==> src/rtl/light_hash_stream_if.sv <==
// Beat stream into the hash engine: valid/ready handshake carrying one DATA_W beat.
interface light_hash_stream_if #(
   parameter int unsigned DATA_W = 8
);
   logic              M_valid;
   logic              M_ready;
   logic [DATA_W-1:0] M;

   modport master (output M_valid, output M, input M_ready);
   modport slave  (input M_valid, input M, output M_ready);
endinterface

==> src/rtl/light_hash_stream.sv <==
// Feistel-based streaming hash: absorbs a length-prefixed byte message, then
// strengthens with the length bytes and holds the digest until the next start.
module light_hash_stream #(
   parameter int unsigned         DATA_W   = 8,
   parameter int unsigned         DIGEST_W = 32,
   parameter int unsigned         ROUNDS   = 4,
   parameter int unsigned         LEN_W    = 64,
   parameter logic [DIGEST_W-1:0] IV       = DIGEST_W'(32'h6A09E667)
) (
   input  logic                clk,
   input  logic                rst_n,
   input  logic                start,
   input  logic [LEN_W-1:0]    input_length,
   light_hash_stream_if.slave  m,
   output logic                busy,
   output logic                hash_ready,
   output logic [DIGEST_W-1:0] digest
);
   localparam int unsigned BYTES   = DATA_W / 8;
   localparam int unsigned LBYTES  = LEN_W / 8;
   localparam int unsigned H       = DIGEST_W / 2;
   localparam int unsigned CNT_MAX = (BYTES > LBYTES) ? BYTES : LBYTES;
   localparam int unsigned CNT_W   = $clog2(CNT_MAX + 1);

   if ((DATA_W % 8) != 0 || DATA_W == 0) begin : g_bad_data_w
      $error("DATA_W must be a non-zero multiple of 8");
   end
   if ((DIGEST_W % 16) != 0 || DIGEST_W == 0) begin : g_bad_digest_w
      $error("DIGEST_W must be a non-zero multiple of 16");
   end
   if ((LEN_W % 8) != 0 || LEN_W == 0) begin : g_bad_len_w
      $error("LEN_W must be a non-zero multiple of 8");
   end
   if (ROUNDS < 1 || ROUNDS > 255) begin : g_bad_rounds
      $error("ROUNDS must be in 1..255");
   end

   typedef enum logic [2:0] {IDLE, ABSORB, ROUND, LENPAD, DONE} state_t;

   state_t              state_q, state_d;
   logic [DIGEST_W-1:0] s_q, s_d, s_rnd, digest_d;
   logic [LEN_W-1:0]    len_q, len_d, bytes_left_q, bytes_left_d;
   logic [DATA_W-1:0]   beat_q, beat_d;
   logic [CNT_W-1:0]    cnt_q, cnt_d, nb_c;
   logic [7:0]          rnd_q, rnd_d, k_c;
   logic                m_ready_q, m_ready_d, busy_d, hash_ready_d;
   logic                last_round_c, last_byte_c;

   // One Feistel round: L' = R, R' = L ^ (rotl(R,3) ^ (R + k replicated))
   function automatic logic [DIGEST_W-1:0] round_f(input logic [DIGEST_W-1:0] s,
                                                   input logic [7:0]          k);
      logic [H-1:0] l, r, f;
      l = s[DIGEST_W-1:H];
      r = s[H-1:0];
      f = {r[H-4:0], r[H-1:H-3]} ^ H'(r + {(H/8){k}});
      return {r, l ^ f};
   endfunction

   // Round datapath: the beat shifts out MSB byte first, the length LSB byte first
   always_comb begin
      k_c          = (state_q == LENPAD) ? len_q[7:0] : beat_q[DATA_W-1 -: 8];
      s_rnd        = round_f(s_q, k_c ^ rnd_q);
      last_round_c = (rnd_q == 8'(ROUNDS - 1));
      last_byte_c  = (cnt_q == CNT_W'(1));
      nb_c         = (bytes_left_q < LEN_W'(BYTES)) ? CNT_W'(bytes_left_q) : CNT_W'(BYTES);
   end

   always_comb begin
      state_d      = state_q;
      s_d          = s_q;
      len_d        = len_q;
      bytes_left_d = bytes_left_q;
      beat_d       = beat_q;
      cnt_d        = cnt_q;
      rnd_d        = rnd_q;
      hash_ready_d = hash_ready;
      digest_d     = digest;
      case (state_q)
         IDLE, DONE: begin
            if (start) begin
               len_d        = input_length;
               bytes_left_d = input_length;
               s_d          = IV;
               rnd_d        = 8'd0;
               hash_ready_d = 1'b0;
               if (input_length != '0) begin
                  state_d = ABSORB;
               end else begin
                  state_d = LENPAD;
                  cnt_d   = CNT_W'(LBYTES);
               end
            end
         end
         ABSORB: begin
            if (m.M_valid) begin
               beat_d       = m.M;
               cnt_d        = nb_c;
               bytes_left_d = bytes_left_q - LEN_W'(nb_c);
               rnd_d        = 8'd0;
               state_d      = ROUND;
            end
         end
         ROUND: begin
            s_d   = s_rnd;
            rnd_d = rnd_q + 8'd1;
            if (last_round_c) begin
               rnd_d  = 8'd0;
               beat_d = beat_q << 8;
               cnt_d  = cnt_q - CNT_W'(1);
               if (last_byte_c) begin
                  if (bytes_left_q != '0) begin
                     state_d = ABSORB;
                  end else begin
                     state_d = LENPAD;
                     cnt_d   = CNT_W'(LBYTES);
                  end
               end
            end
         end
         LENPAD: begin
            s_d   = s_rnd;
            rnd_d = rnd_q + 8'd1;
            if (last_round_c) begin
               rnd_d = 8'd0;
               len_d = len_q >> 8;
               cnt_d = cnt_q - CNT_W'(1);
               if (last_byte_c) begin
                  digest_d     = s_rnd;
                  hash_ready_d = 1'b1;
                  state_d      = DONE;
               end
            end
         end
         default: state_d = IDLE;
      endcase
      m_ready_d = (state_d == ABSORB);
      busy_d    = (state_d == ABSORB) || (state_d == ROUND) || (state_d == LENPAD);
   end

   always_ff @(posedge clk or negedge rst_n) begin
      if (!rst_n) begin
         state_q      <= IDLE;
         s_q          <= IV;
         len_q        <= '0;
         bytes_left_q <= '0;
         beat_q       <= '0;
         cnt_q        <= '0;
         rnd_q        <= '0;
         m_ready_q    <= 1'b0;
         busy         <= 1'b0;
         hash_ready   <= 1'b0;
         digest       <= '0;
      end else begin
         state_q      <= state_d;
         s_q          <= s_d;
         len_q        <= len_d;
         bytes_left_q <= bytes_left_d;
         beat_q       <= beat_d;
         cnt_q        <= cnt_d;
         rnd_q        <= rnd_d;
         m_ready_q    <= m_ready_d;
         busy         <= busy_d;
         hash_ready   <= hash_ready_d;
         digest       <= digest_d;
      end
   end

   assign m.M_ready = m_ready_q;
endmodule
==> src/flat_wrapper.sv <==
// flat-port wrapper written by rule: the top's interface ports become plain ports
module light_hash_stream_flat 
#(
   parameter int unsigned         DATA_W   = 8,
   parameter int unsigned         DIGEST_W = 32,
   parameter int unsigned         ROUNDS   = 4,
   parameter int unsigned         LEN_W    = 64,
   parameter logic [DIGEST_W-1:0] IV       = DIGEST_W'(32'h6A09E667)
)
  (clk, rst_n, start, input_length, busy, hash_ready, digest, m_M_valid, m_M, m_M_ready);
  light_hash_stream_if #(.DATA_W(DATA_W)) m_i ();
  input  logic clk;
  input  logic rst_n;
  input  logic start;
  input  logic [LEN_W-1:0] input_length;
  output logic busy;
  output logic hash_ready;
  output logic [DIGEST_W-1:0] digest;
  input wire logic [$bits(m_i.M_valid)-1:0] m_M_valid;
  input wire logic [$bits(m_i.M)-1:0] m_M;
  output wire logic [$bits(m_i.M_ready)-1:0] m_M_ready;
  assign m_i.M_valid = m_M_valid;
  assign m_i.M = m_M;
  assign m_M_ready = m_i.M_ready;
  light_hash_stream #(.DATA_W(DATA_W), .DIGEST_W(DIGEST_W), .ROUNDS(ROUNDS), .LEN_W(LEN_W), .IV(IV)) u_core (.clk(clk), .rst_n(rst_n), .start(start), .input_length(input_length), .m(m_i), .busy(busy), .hash_ready(hash_ready), .digest(digest));
endmodule
==> config.mk <==
export PLATFORM = sky130hd
export DESIGN_NAME = light_hash_stream_flat
export DESIGN_NICKNAME = d
export VERILOG_FILES = /design/src/rtl/light_hash_stream_if.sv /design/src/rtl/light_hash_stream.sv /design/src/flat_wrapper.sv
export SDC_FILE = /design/constraint.sdc
export NUM_CORES = 1
export LEC_CHECK = 0
export ABC_AREA = 1
export CORE_MARGIN = 2
export CORE_UTILIZATION = 46
export DETAILED_ROUTE_END_ITERATION = 8
export PLACE_DENSITY = 0.66
export SLEW_MARGIN = 20
export SYNTH_ARGS = -nofsm -noshare
export SYNTH_HDL_FRONTEND = slang
export SYNTH_SLANG_ARGS = --single-unit
==> constraint.sdc <==
create_clock -name clk -period 5.4 [get_ports clk]
set_input_delay 1.35 -clock clk [delete_from_list [all_inputs] [get_ports clk]]
set_output_delay 1.35 -clock clk [all_outputs]
set_load 0.005 [all_outputs]
After elaboration in Yosys (flattened, before gate mapping):

Index checks and enable logic that the tools add are counted.

* bits in registers: 218
* logic and storage cells: 92

* bitwise operators: 3
* reduce and logical (&&, ||, !) cells: 21
* add/sub/neg operators: 4
* mux-type cells: 37
* equality and inequality tests: 15
* order comparisons: 1

Operators with widths (number)
* $pmux 64 s2: 2
* $mux 64: 3
* $reduce_bool 64->1: 2
* $lt 64x1->1 const B: 1
* $pmux 32 s2: 1
* $sub 64x4->64: 1
* $mux 8: 6
* $mux 32: 1
* $mux 4: 8
* $xor 16x16->16: 2
* $pmux 8 s3: 1
* $mux 3: 6
* $add 16x16->16: 1
* $pmux 4 s4: 1
* $pmux 8 s2: 1
* $reduce_and 3->1: 5
* $eq 3x2->1 const B: 4
* $pmux 3 s4: 1
* $add 8x1->8 const B: 1
* $eq 8x2->1 const B: 1
* $reduce_bool 2->1: 4
* $xor 8x8->8: 1
* $eq 3x1->1 const B: 2
* $ne 2x1->1 const B: 3
* 15 further kinds: 22

Longest topological paths before layout:

Gate-level depths: netlist of run 1.

* depth in word-level cells: 8
* depth in mapped cells: 20
* mapped depth without buffers: 19

Worst setup path before layout of run 1:

No wires, ideal clock.

* path type: register to register
* from: reg u_core.state_q[0]
* to: reg u_core.s_q[12]
* stages on the path, launching flop included: 19
* path slack: 2367 ps
* data arrival time: 2951 ps
* library setup time: 83 ps
* buffers on the path: 1
* path through: dfrtp_1 inv_2 nor2_4 nand2_2 clkbuf_1 o21ai_0 xor2_1 ha_1 inv_1 fa_1 nand3b_1 nand2_1 a21oi_1 o21ai_0 nand3_1 nand2_1 xnor2_1 nand2_1 o21ai_0

* longest elaborated chain between the ends: 7
* elaborated cells on any way between the ends: 15
* classes of those cells: add/sub: 1; eq/ne: 4; mux: 2; bitwise: 3; reduce/logical: 5

Ends and longest elaborated chain
* start, declared: RTL line light_hash_stream.sv:40 `state_t state_q, state_d;`
* start signal, assigned: RTL line light_hash_stream.sv:154 `state_q <= state_d;`
* $eq 3x2->1: RTL line light_hash_stream.sv:61, light_hash_stream.sv:78
* $mux 8: RTL line light_hash_stream.sv:61 `k_c = (state_q == LENPAD) ? len_q[7:0] : beat_q[DATA_W-1 -: 8];`
* $xor 8x8->8: RTL line light_hash_stream.sv:62 `s_rnd = round_f(s_q, k_c ^ rnd_q);`
* $add 16x16->16: RTL line light_hash_stream.sv:55 `f = {r[H-4:0], r[H-1:H-3]} ^ H'(r + {(H/8){k}});`
* $xor 16x16->16: RTL line light_hash_stream.sv:55
* $xor 16x16->16: RTL line light_hash_stream.sv:56 `return {r, l ^ f};`
* $pmux 32 s2: RTL line light_hash_stream.sv:78 `case (state_q)`
* end signal, assigned: RTL line light_hash_stream.sv:143 `s_q <= IV;`
* end signal, assigned: RTL line light_hash_stream.sv:155 `s_q <= s_d;`
* end, declared: RTL line light_hash_stream.sv:41 `logic [DIGEST_W-1:0] s_q, s_d, s_rnd, digest_d;`

Parallel ways exist; a longest one is shown, timed or not.
A chain may end at the register's enable or synchronous reset.

Worst setup path in the final report of run 1:

* from: reg u_core.state_q[0]
* to: reg u_core.digest[13]

* longest elaborated chain between the ends: 6
* elaborated cells on any way between the ends: 7
* classes of those cells: add/sub: 1; eq/ne: 1; mux: 1; bitwise: 3; reduce/logical: 1

Ends and longest elaborated chain
* $eq 3x2->1 (*): RTL line light_hash_stream.sv:61, light_hash_stream.sv:78
* $mux 8: RTL line light_hash_stream.sv:61
* $xor 8x8->8: RTL line light_hash_stream.sv:62
* $add 16x16->16: RTL line light_hash_stream.sv:55
* $xor 16x16->16: RTL line light_hash_stream.sv:55
* $xor 16x16->16: RTL line light_hash_stream.sv:56
* end signal, assigned: RTL line light_hash_stream.sv:164 `digest <= digest_d;`
* end, declared: RTL line light_hash_stream.sv:17 `output logic [DIGEST_W-1:0] digest`

Every way passes the cells marked *; elsewhere a longest branch is shown, timed or not.

==> key figures, run 1 <==
Run status
  • Status: finished clean

Hold path
  • Min-Delay Path Class: reg -> reg

Floorplanning
  • Top Ports: roughly 110
  • Initial Util: 0.466
  • Row cnt: a little over 60
  • Die width: 172 um
  • DIE AREA: 0.0294 sq mm
  • Core Area: about 0.028 sq mm
  • Die span in y: 172 um

Route
  • Vias: 12279
  • Vias/cell: 5.43
  • Initial drt markers: about 1200
  • DRC: 0
  • Routed len/inst: 17.8 um
  • Remaining antenna violation count: 0
  • Final wirelength: 40300 um
  • Pre-antenna DRT Iters: 6

Synth
  • Post-synth top cells: 437 x nand2_1, 232 x nor2_1, 213 x inv_1, 202 x dfrtp_1, 186 x o21ai_0
  • Largest family of logic cells by synthesized area: simple AND/OR/NAND/NOR gates
  • Synthesized area per cell: approximately 7.2 sq um
  • Top_reg_cell synth: dfrtp_1
  • Sequential element share of the synthesized area: 0.424
  • Post-synth EDFFs: 0
  • Synth top area share: 0.391
  • Compound-Gate Fraction of Synth Area: 0.145
  • Synth cell types: 51
  • Fraction of the mapped netlist area in simple logic gates: 0.270
  • Synth area leader: dfrtp_1
  • Synth Instances: 1784
  • Syn_nets: 1880
  • Netlist Area Pre-Place: 0.0129 sq mm
  • Synth Area in XOR/XNOR: 0.0528
  • Proportion of synthesized area in mux cells: 0
  • Synth Area in Adders: 0.0200
  • Most frequent cell after synthesis: nand2_1
  • Synth top area cells: dfrtp_1 39%, nand2_1 13%, o21ai_0 7.2%, nor2_1 6.7%, inv_1 6.2%
  • Total number of yosys warnings: 0
  • Post-synthesis sequential element count: 218
  • Synth async-reset ratio: 1.00

Timing
  • Max frequency: 0.250 GHz
  • Final setup viols: 0
  • Actual transition at the worst max-transition pin: 0.947 ns
  • Slew HR: 0.368
  • Setup TNS: 0 ns
  • Worst clock skew: 0.0155 ns
  • Fin crit share: 0.741
  • Max-slew violations: 0
  • RSZ-0062 raised after global routing: false
  • Hold_ws: roughly 0.47 ns
  • Min Clock Period, post-route: 4.00 ns
  • Hold Fails Final Rpt: 0

Pwr
  • Pleak: 0.00703 uW
  • VDD IR-drop max: 0.000284 V
  • PwrDens: 674 mW/mm^2
  • Pwr Total: 10200 uW

Setup path
  • Worst Path Arrival: roughly 4.4 ns
  • Crit path largest cell delay: 0.46 ns
  • CP max FO: between 90 and 100
  • CP endpoint kind: register
  • Worst Path Buf+Inv: 4
  • Critical path class: reg -> reg
  • Worst path cell trace: inv_2, nor2_4, nand2_4, buf_4, o21ai_0, xor2_1, ha_1, nand2_1, inv_1, a21oi_1, inv_1, a21oi_1, o21bai_1, xor2_1, o21ai_0
  • Required @ worst endpoint: 5.77 ns
  • Setup crit start kind: register
  • Slowest-stage cell, CP: nor2_4
  • Cell family with most CP delay: compound AO/OA/AOI/OAI gates

Clocking
  • Clock buffer depth: 3
  • Hold-fix buffers, CTS: 0
  • Sink Count: roughly 220
  • Clock H-tree levels: 1
  • CTS tree: done
  • Clock Pin Slew Worst Setup and Hold Paths: 0.06 ns
  • Clock latency on the worst-skew pair: around 0.54 ns
  • Root buf cell: clkbuf_16
  • CTS Buf Count: 26
  • Setup Fix Bufs, Post-CTS: 0
  • Resized cells post-CTS: 0

Place
  • Cells after DPL: 2215
  • Dpl hpwl: between 20000 and 30000 um
  • Routability congestion estimate: 0.949
  • Number of port buffers: 110

Finish
  • Nets: 1961
  • Synth-to-Final Area Change: 17.6%
  • Layout cells sized above 1: 0.0568
  • Non-Filler Instances: 2262
  • Finished Core Util: 0.548
  • Diodes inserted: 0

Global routing
  • Maximum number of pins on one net before global-route repair: 110
  • GRT Util Overall: 0.278
  • Vias in the first global route: 11617
  • Initial antenna violation count: 1
  • First-pass GRT wire length: 63600 um
  • Congestion Overflow GR: 0

Job
  • Max_cap viols: 0
-- placed cells by master, fill, tap and decap left out, drive strengths merged, types with 5 or more instances in the layout --
| master | count |
|---|---|
| dfrtp | 202 |
| nor3 | 17 |
| inv | 220 |
| xnor2 | 30 |
| o21ai | 208 |
| dfstp | 16 |
| o221ai | 6 |
| a21oi | 37 |
| xor2 | 47 |
| nand4 | 19 |
| clkinv | 5 |
| ha | 19 |
| clkdlybuf4s50 | 109 |
| clkbuf | 39 |
| nor2 | 247 |
| o211ai | 11 |
| o22ai | 29 |
| a31oi | 23 |
| nand2 | 439 |
| nand3 | 103 |
| buf | 13 |
-- where the power goes --
part | total (uW) | switching [uW] | internal (uW)
Sequential | 3110 | 652 | 2460
Clock | 1810 | 701 | 1110
Combinational | 5320 | 3320 | 2000
-- logic make-up (layout without fill, tap and decap cells) --
| family | after synthesis | count (layout) |
|---|---|---|
| and+or+nand+nor | 843 | 843 |
| AOI/OAI and AO/OA | 337 | 337 |
| buffers and inverters | 289 | 389 |
| DFF | 218 | 218 |
| xor gates and xnor gates | 77 | 77 |
| adders and majority gates | 20 | 20 |
-- tightest hold or removal path, cell delays in order, from the launching register on --
cell and delay (ns):
dfrtp_1 0.34, nand2_1 0.05, nand2_1 0.05
-- path summary, 6_finish.rpt --
path                                          startpoint                             endpoint  slack (ns)  depth (start not counted)
setup / recovery             u_core.state_q[0]$_DFF_PN0_        u_core.digest[13]$_DFFE_PN0P_        1.40                         15
max in group asynchronous                          rst_n  u_core.bytes_left_q[35]$_DFFE_PN0P_        3.49                          2
hold / removal             u_core.digest[24]$_DFFE_PN0P_        u_core.digest[24]$_DFFE_PN0P_        0.47                          2
min in group asynchronous                          rst_n        u_core.digest[21]$_DFFE_PN0P_        0.89                          1
setup reg to reg             u_core.state_q[0]$_DFF_PN0_        u_core.digest[13]$_DFFE_PN0P_        1.40                         15
hold reg to reg            u_core.digest[24]$_DFFE_PN0P_        u_core.digest[24]$_DFFE_PN0P_        0.47                          2
-- cell type report --
cell class,count,area (sq um)
fill,2678,12500
multi-input combinational,1277,6320
sequential,218,5480
timing repair buffer,122,1210
inverter,220,826
clock buffer,39,801
tap,378,473
clock inverter,8,92.6
-- flip-flops by register name, indices dropped and copies added, names as in the netlist --
register and flops:
u_core.len_q 64, u_core.state_q 3, u_core.m.M_ready 1, u_core.cnt_q 4, u_core.hash_ready 1, u_core.busy 1, u_core.beat_q 8, u_core.bytes_left_q 64
u_core.rnd_q 8, u_core.s_q 32, u_core.digest 32
-- metrics by stage --
stage / cell area (sq um) / setup slack (ns)
after floorplan: 12900 / 2.37
after global placement: 14300 / 1.66
after detailed placement: 14300 / 1.50
after CTS: 15200 / 1.48
after global routing: 15200 / 1.06
final: 15200 / 1.40
-- layer usage --
layer / track usage / vias up / part of all wire
met5: 0 / - / 0.00040
met4: 0.0999 / 2 / 0.037
met3: 0.0375 / 95 / 0.066
met2: 0.459 / 477 / 0.47
met1: 0.374 / 5785 / 0.42
li1: - / 5920 / -
No activity file was read; power rests on OpenSTA's default activity.
==> run 2: changes to the inputs <==
PLACE_DENSITY = 0.68   (was 0.66)
clock period = 3.38 ns   (was 5.4 ns; I/O delays follow)
==> run 2 against run 1 <==
Net effect:
- clock power rose by 60%
- count of clock-buffer cells in the layout fell by 5
- combinational power rose by 64%
- sequential power rose by 59%
- largest power group unchanged
- non-clock buffer count rose by 22
- sequential share of layout area fell by 0.50 points
- via count fell by 0.90%
- first-iteration DRC count fell by 21%
- power rose by 62%
==> key figures, run 2 (synthesized netlist as in run 1, its figures left out) <==
Finish
  • Non-Filler Instances: 2283 (+0.93%)
  • Reg area: 0.00548 sq mm (unchanged)
  • Biggest regs: u_core.bytes_left_q: 64 flops, u_core.len_q: 64 flops
  • Synth-to-Final Area Change: 19.3%
  • Diodes inserted: 0 (unchanged)
  • Finished Core Util: 0.556 (+0.00772)
  • Fillers: 2642 (-1.3%)
  • Most frequent cells in the layout: 437 x nand2_1, 232 x nor2_1, 212 x inv_1
  • Area of the multi-input gates: 0.00632 sq mm (unchanged)
  • Layout cells sized above 1: 0.0672 (+0.0104)
  • Nets: 1982 (+1.1%)
  • Commonest non-fill, non-tap cell in the layout: nand2_1

Place
  • Routability congestion estimate: 0.984 (+3.7%)
  • Dpl hpwl: 30300 um (+2.1%)
  • Number of port buffers: 110 (unchanged)
  • Pre-CTS WS: 0.266 ns (-1.23 ns)
  • Cells after DPL: 2236 (+0.95%)

Timing
  • Worst setup slack after layout: 0.259 ns (-1.14 ns)
  • Min Clock Period, post-route: 3.12 ns (-0.881 ns)
  • Hold Fails Final Rpt: 0 (unchanged)
  • Max-slew violations: 0 (unchanged)
  • Actual transition at the worst max-transition pin: 0.819 ns (-0.128 ns)
  • Setup TNS: 0 ns (unchanged)
  • RSZ-0062 raised after global routing: false
  • Slew HR: 0.453 (+0.0851)
  • Max frequency: 0.320 GHz (+28%)
  • Worst clock skew: 0.0111 ns (-0.00443 ns)
  • Final setup viols: 0 (unchanged)
  • Fin crit share: 0.923 (+0.182)

Clocking
  • CTS Buf Count: 25 (-3.8%)
  • Clock H-tree levels: 1 (unchanged)
  • Hold-fix buffers, CTS: 0 (unchanged)
  • Root buf cell: clkbuf_16
  • CTS tree: done
  • Clock latency on the worst-skew pair: 0.53 ns (about the same)
  • Clock Pin Slew Worst Setup and Hold Paths: 0.06 ns (about the same)
  • Clock buffer depth: 3 (unchanged)
  • Sink Count: 218 (unchanged)

Setup path
  • CP endpoint kind: register
  • CP max FO: 19 (-80%)
  • Required @ worst endpoint: 3.75 ns (-2.02 ns)
  • Critical path class: reg -> reg
  • Setup crit start kind: register
  • Worst Path Arrival: 3.49 ns (-0.88 ns)

Floorplanning
  • Top Ports: 111 (unchanged)
  • Core Area: 0.0277 sq mm (unchanged)
  • Die span in y: 172 um (unchanged)
  • Initial Util: 0.466 (unchanged)
  • Row cnt: 61 (unchanged)
  • DIE AREA: 0.0294 sq mm (unchanged)
  • Die width: 172 um (unchanged)

Job
  • Max_cap viols: 0 (unchanged)

Route
  • Routed len/inst: 17.8 um (-0.44%)
  • Vias/cell: 5.33 (-1.8%)
  • Initial drt markers: 930 (-21%)
  • Pre-antenna DRT Iters: 5 (-1)
  • Final wirelength: 40500 um (+0.48%)
  • Remaining antenna violation count: 0 (unchanged)
  • Vias: 12168 (-0.90%)
  • DRC: 0 (unchanged)

Global routing
  • Maximum number of pins on one net before global-route repair: 94 (-15%)
  • Vias in the first global route: 11695 (+0.67%)
  • First-pass GRT wire length: 63300 um (-0.40%)
  • Congestion Overflow GR: 0 (unchanged)
  • Initial antenna violation count: 0 (-1)
  • GRT Util Overall: 0.277 (-0.000527)

Run status
  • Status: finished clean

Hold path
  • Min-Delay Path Class: in -> async

Pwr
  • PwrDens: 1070 mW/mm^2 (+59%)
  • Pleak: 0.00715 uW (+1.7%)
  • VDD IR-drop max: 0.000575 V (+100%)
run 2: changes by cell type in the layout (fill, tap and decap cells not counted), moves of 2 or more:
| cell | previous run | this run |
|---|---|---|
| clkbuf_8 | 8 | 5 |
| buf_12 | 1 | 6 |
| buf_4 | 11 | 28 |
| bufinv_16 | 2 | 4 |
| clkbuf_16 | 27 | 25 |
run 2: where the power goes:
group / switching [uW] / total [uW] / internal, uW
sequential: 1000 / 4930 / 3920
combinational: 5320 / 8710 / 3390
clock: 1130 / 2900 / 1780
total: 7450 / 16500 / 9090
run 2: final timing paths:
| path | start | to | slack [ns] | cells after the start |
|---|---|---|---|---|
| min in group clk | u_core.digest[27]$_DFFE_PN0P_ | u_core.digest[27]$_DFFE_PN0P_ | 0.47 | 2 |
| max reg2reg | u_core.state_q[2]$_DFF_PN0_ | u_core.digest[13]$_DFFE_PN0P_ | 0.26 | 14 |
| max in group asynchronous | rst_n | u_core.bytes_left_q[32]$_DFFE_PN0P_ | 2.30 | 2 |
| min reg2reg | u_core.digest[27]$_DFFE_PN0P_ | u_core.digest[27]$_DFFE_PN0P_ | 0.47 | 2 |
| max | u_core.state_q[2]$_DFF_PN0_ | u_core.digest[13]$_DFFE_PN0P_ | 0.26 | 14 |
| min | rst_n | u_core.digest[19]$_DFFE_PN0P_ | 0.32 | 1 |
run 2: final cells by class:
class | count | share of cell area
inverters | 220 | 0.0536
clock inverters | 12 | 0.0110
well taps | 378 | 0.0307
multi-input cells | 1277 | 0.410
flip-flops and latches | 218 | 0.355
clock buffers | 34 | 0.0460
repair buffers | 144 | 0.0932
run 2: stage by stage:
stage	power, uW	instance area (sq um)	hold WS [ns]
final	16500	15400	0.319
after detailed placement	13600	14500	0.458
after global placement	13400	14500	0.454
after CTS	16500	15400	0.350
after floorplan	11000	12900	0.452
after global routing	17900	15400	0.378
run 2: timing repair:
item | in CTS | in global routing
hold endpoints to repair | 0 | 0
resized for setup | 0 | 1
endpoints found under the setup margin | 0 | 2
setup buffers | 0 | 1
run 2: worst max-delay path, cell delays in order, from the launching register on:
cell      delay [ns]
dfrtp_1         0.44
nor2_4          0.17
nand2_4         0.13
o21ai_0         0.26
xor2_1          0.32
inv_1           0.14
ha_1            0.29
nand3_1         0.07
nand2_1         0.09
a21oi_1         0.30
inv_1           0.07
a21oi_1         0.25
o21bai_1        0.13
xor2_1          0.18
o21ai_0         0.10
run 2: layer usage:
layer / part of all wire / track usage / vias up
met4: 0.044 / 0.113 / 0
met1: 0.42 / 0.352 / 5769
met3: 0.044 / 0.0322 / 85
li1: - / - / 5962
met5: 0 / 0 / -
met2: 0.49 / 0.481 / 352
==> edit 1 (config.mk and constraints of run 2) <==
The 5 states of `state_t` get a Gray code encoding in 3 bits.
--- a/src/rtl/light_hash_stream.sv
+++ b/src/rtl/light_hash_stream.sv
@@ -35,7 +35,7 @@
       $error("ROUNDS must be in 1..255");
    end
 
-   typedef enum logic [2:0] {IDLE, ABSORB, ROUND, LENPAD, DONE} state_t;
+   typedef enum logic [2:0] {IDLE = 3'b000, ABSORB = 3'b001, ROUND = 3'b011, LENPAD = 3'b010, DONE = 3'b110} state_t;
 
    state_t              state_q, state_d;
    logic [DIGEST_W-1:0] s_q, s_d, s_rnd, digest_d;
Check against the original RTL: no difference found for any inputs over 4 cycles, from zero or initial values and one cycle with rst_n low; so few cycles prove little.
==> edit 1 against run 2 <==
- cell area shrank 0.74%
- power grew 8.4%
- combinational power grew 17%
- wire length shrank 2.5%
- largest cell class unchanged
- highest routed layer unchanged
- largest power group unchanged
- area after synthesis shrank 0.22%
- worst setup slack gained 0.0045 ns
- die area shrank 0.22%
- sequential cell count is the same
==> edit 1: results (changes against run 2) <==
Parameter                              Value

Status
  Run status ... completed

Synth
  Leading register cell type out of synthesis ... sky130_fd_sc_hd__dfrtp_1
  Netlist cell types ... 46 (-9.8%)
  Post-synthesis area per instance ... 7.252 um^2 (+0.17%)
  Synth top cells by count ... sky130_fd_sc_hd__nand2_1 (367), sky130_fd_sc_hd__nor2_1 (228), sky130_fd_sc_hd__inv_1 (222)
  Largest cells by area after synthesis ... sky130_fd_sc_hd__dfrtp_1 (39%), sky130_fd_sc_hd__nand2_1 (11%), sky130_fd_sc_hd__o21ai_0 (7.0%), sky130_fd_sc_hd__nor2_1 (6.6%), sky130_fd_sc_hd__inv_1 (6.5%)
  Sequential share of the synthesized area ... 42.49% (+0.095 points)
  Post-synth ARST share ... 100.0% (unchanged)
  Synthesized Nets ... 1873 (-0.37%)

Pwr
  Leakage power summed over all cells ... 6.950 nW (-2.8%)
  Total internal power ... 9.374 mW (+3.1%)
  Relative contribution of sequential cells to total power ... 27.7% (-2.1 points)
  Combinational Power Share ... 56.8% (+4.1 points)
  Switching power ... 8.551 mW (+15%)
  Max VDD drop ... 0.0006084 V (+5.8%)

Worst setup path
  Capturing point of the worst reg2reg path ... u_core.bytes_left_q[38]
  Cell with the largest stage delay on the worst path ... sky130_fd_sc_hd__dfrtp_1
  Worst reg2reg startpoint ... u_core.bytes_left_q[14]
  Signal arrival time at the worst endpoint ... 3.53 ns (+0.04 ns)
  FF-to-FF path depth ... 16 (+2)
  Highest net fanout along the worst path ... 6 (-13)
  Longest individual stage delay on the worst path ... 0.42 ns (-0.02 ns)

Routing
  WL per Instance ... 17.41 um (-2.0%)
  1st-iter DRT viols ... 1129 (+21%)
  TritonRoute pass-1 iters ... 8 (+3)
  Drt via density ... 5.411 (+1.5%)

STA
  Max transition margin ... 36.60% (-8.7 points)
  Clk_skew ... 0.01735 ns (+0.006232 ns)
  Post-Route Hold Slack ... 0.2988 ns (-0.01995 ns)

Global route
  Initial antenna violation count ... 0 (unchanged)
  Gr usage total ... 27.27% (-0.47 points)
  Largest net degree at the start of global routing ... 121 (+29%)
  Global-route wire length before repair ... 62.69 mm (-1.0%)
  Vias in the first global route ... 11520 (-1.5%)

Cells and area
  Proportion of layout cells with a drive suffix above 1 ... 5.758% (-0.96 points)
  Count of fill cells added during filler insertion ... 2696 (+2.0%)
  Fin cells ... 2271 (-0.53%)
  Final #Nets ... 1970 (-0.61%)

Place
  Setup slack at placement ... 0.1701 ns (-0.09576 ns)
  Area after DPL ... 14440 um^2 (-0.54%)
  Placer congestion estimate ... 0.9725 (-1.2%)
  Count of buffers from port buffering ... 110 (unchanged)
  Count of placed standard cells including taps ... 2224 (-0.54%)
  Half-perimeter wire length after detailed placement ... 29.10 mm (-4.0%)

Clock tree
  Number of buffers inserted during clock tree synthesis ... 25 (unchanged)
-- edit 1: logic make-up after synthesis --
group,share of synthesized area [%]
buf+inv,9.205
compound gates,16.11
xor+xnor,5.641
simple gates,24.56
fa+ha+maj,2.000
flops,42.49
-- edit 1: how the worst max path moves through the flow --
| stage | from | end | slack, ns | cells after the start |
|---|---|---|---|---|
| after detailed placement | u_core.state_q[1] | u_core.s_q[12] | 0.17 | 18 |
| after floorplan | u_core.state_q[2] | u_core.s_q[12] | 0.17 | 18 |
| final | u_core.bytes_left_q[14] | u_core.bytes_left_q[38] | 0.26 | 16 |
| after global placement | u_core.state_q[2] | u_core.s_q[12] | 0.35 | 17 |
| after global routing | u_core.state_q[1] | u_core.digest[13] | 0.008 | 14 |
| after CTS | u_core.state_q[1] | u_core.s_q[12] | 0.16 | 18 |
-- edit 1: what timing repair did --
item,4_1_cts,5_1_grt
endpoints found under the setup margin,0,6
gates resized for setup,0,2
setup buffers,0,1
endpoints found under the hold margin,0,0
-- edit 1: critical path, delay by kind of cell (launching register included) --
kind,cells,cell delay (ns)
AND/OR/NAND/NOR,12,1.98
flip-flops,1,0.42
adder cells (fa/ha/maj),1,0.20
AO/OA/AOI/OAI,3,0.39
-- edit 1: area by class of cell --
class                   instances  area (um^2)  share of cell area (%)
multi-input cells            1257         6247                   40.85
flip-flops and latches        218         5475                   35.80
repair buffers                141         1389                   9.082
inverters                     231        867.1                   5.670
clock buffers                  36        737.0                   4.819
well taps                     378        473.0                   3.093
clock inverters                10        103.9                  0.6791
-- edit 1: metal layers --
metal  global-route usage (%)  vias up  routed length [um]
met1                    39.19     5759               18040
met5                        0        -                   0
met4                    8.843        0                1185
met3                    3.290       73                2680
met2                    42.97      493               17630
li1                         -     5963                   -
==> edit 2 (settings of run 2) <==
Made on the original files. `DIGEST_W` is set to 32 in 2 places; all go to 16.
--- a/src/rtl/light_hash_stream.sv
+++ b/src/rtl/light_hash_stream.sv
@@ -2,7 +2,7 @@
 // strengthens with the length bytes and holds the digest until the next start.
 module light_hash_stream #(
    parameter int unsigned         DATA_W   = 8,
-   parameter int unsigned         DIGEST_W = 32,
+   parameter int unsigned         DIGEST_W = 16,
    parameter int unsigned         ROUNDS   = 4,
    parameter int unsigned         LEN_W    = 64,
    parameter logic [DIGEST_W-1:0] IV       = DIGEST_W'(32'h6A09E667)
--- a/src/flat_wrapper.sv
+++ b/src/flat_wrapper.sv
@@ -2,7 +2,7 @@
 module light_hash_stream_flat 
 #(
    parameter int unsigned         DATA_W   = 8,
-   parameter int unsigned         DIGEST_W = 32,
+   parameter int unsigned         DIGEST_W = 16,
    parameter int unsigned         ROUNDS   = 4,
    parameter int unsigned         LEN_W    = 64,
    parameter logic [DIGEST_W-1:0] IV       = DIGEST_W'(32'h6A09E667)
Interface: changed (resized digest); port bits go from 111 to 95. No check against the original RTL was run, so the function may have changed too.
==> edit 2 against run 2 <==
- critical path depth rose by 4
- wire length fell by 12%
- sequential power fell by 16%
- combinational power fell by 31%
- clock power fell by 27%
- cell area fell by 14%
- power fell by 26%
- area after synthesis fell by 12%
- critical endpoint is now u_core.bytes_left_q[60]
- worst setup slack improved by 0.20 ns
- largest cell class unchanged
- sequential cell count fell by 32
==> edit 2: results (changes against run 2) <==
Parameter                              Value

Status
  Run status ... completed

Synth
  XOR/XNOR share of the synthesized area ... 3.942% (-1.3 points)
  Synth top cells by count ... sky130_fd_sc_hd__nand2_1 (371), sky130_fd_sc_hd__nor2_1 (208), sky130_fd_sc_hd__inv_1 (190)
  Cell count after synthesis ... 1593 (-11%)
  Share of the synthesized area in compound gates (AO/OA/AOI/OAI) ... 14.54% (about the same)
  Sequential share of the synthesized area ... 41.18% (-1.2 points)

Cells and area
  Layout-stage area growth over the synthesis result ... 17.23%
  Multi-In Gates ... 1142 (-11%)
  Number of clock-tree buffers in the layout ... 18 (-47%)
  Multi-input logic portion of the cell area ... 42.45% (+1.4 points)
  Count of fill cells added during filler insertion ... 2378 (-10%)

Pwr
  Leakage power summed over all cells ... 6.055 nW (-15%)
  Relative contribution of sequential cells to total power ... 33.7% (+3.9 points)
  Max VDD drop ... 0.0004348 V (-24%)
  Power Total ... 12.31 mW (-26%)

Global route
  Initial antenna violation count ... 1 (+1)
  Gr usage total ... 28.69% (+0.95 points)
  Met1 usage ... 36.13% (+0.91 points)

Place
  Half-perimeter wire length after detailed placement ... 27.45 mm (-9.5%)
  Setup slack at placement ... 0.4838 ns (+0.2179 ns)
  Count of buffers from port buffering ... 94 (-15%)
  Area after DPL ... 12660 um^2 (-13%)

STA
  Clk_skew ... 0.01737 ns (+0.006254 ns)
  Post-Route Hold Slack ... 0.4288 ns (+0.1100 ns)
  Actual transition at the worst max-transition pin ... 0.7947 ns (-0.02412 ns)

Worst setup path
  Gate family responsible for the most delay along the worst path ... simple AND/OR/NAND/NOR gates
  Worst reg2reg startpoint ... u_core.bytes_left_q[4]
  FF-to-FF path depth ... 18 (+4)

Clock tree
  Max H-tree Level ... 4 (+3)
  Largest buffer count on any clock path ... 2 (-1)
  Insertion delay of the later-clocked pin in the worst-skew pair ... 0.45 ns (-0.08 ns)

Routing
  DRT Wirelength ... 35.80 mm (-12%)

Die
  Well-tap cell count ... 324 (-14%)
edit 2: cell families (layout without fill, tap and decap cells):
family / after synthesis / in the layout
AO/OA/AOI/OAI: 300 / 300
XOR/XNOR: 51 / 51
adder cells (fa/ha/maj): 12 / 12
buffers and inverters: 265 / 355
flip-flops: 186 / 186
multiplexers: 1 / 1
AND/OR/NAND/NOR: 778 / 778
edit 2: worst max path at each step:
stage	from	end	slack (ns)	depth (start not counted)
finish	u_core.bytes_left_q[4]	u_core.bytes_left_q[60]	0.46	18
global route	u_core.bytes_left_q[18]	u_core.bytes_left_q[60]	0.22	18
CTS	u_core.bytes_left_q[4]	u_core.bytes_left_q[60]	0.47	18
detailed placement	input_length[36]	u_core.cnt_q[2]	0.48	10
global placement	input_length[36]	u_core.cnt_q[3]	0.51	11
floorplan	u_core.state_q[2]	u_core.digest[4]	0.64	14
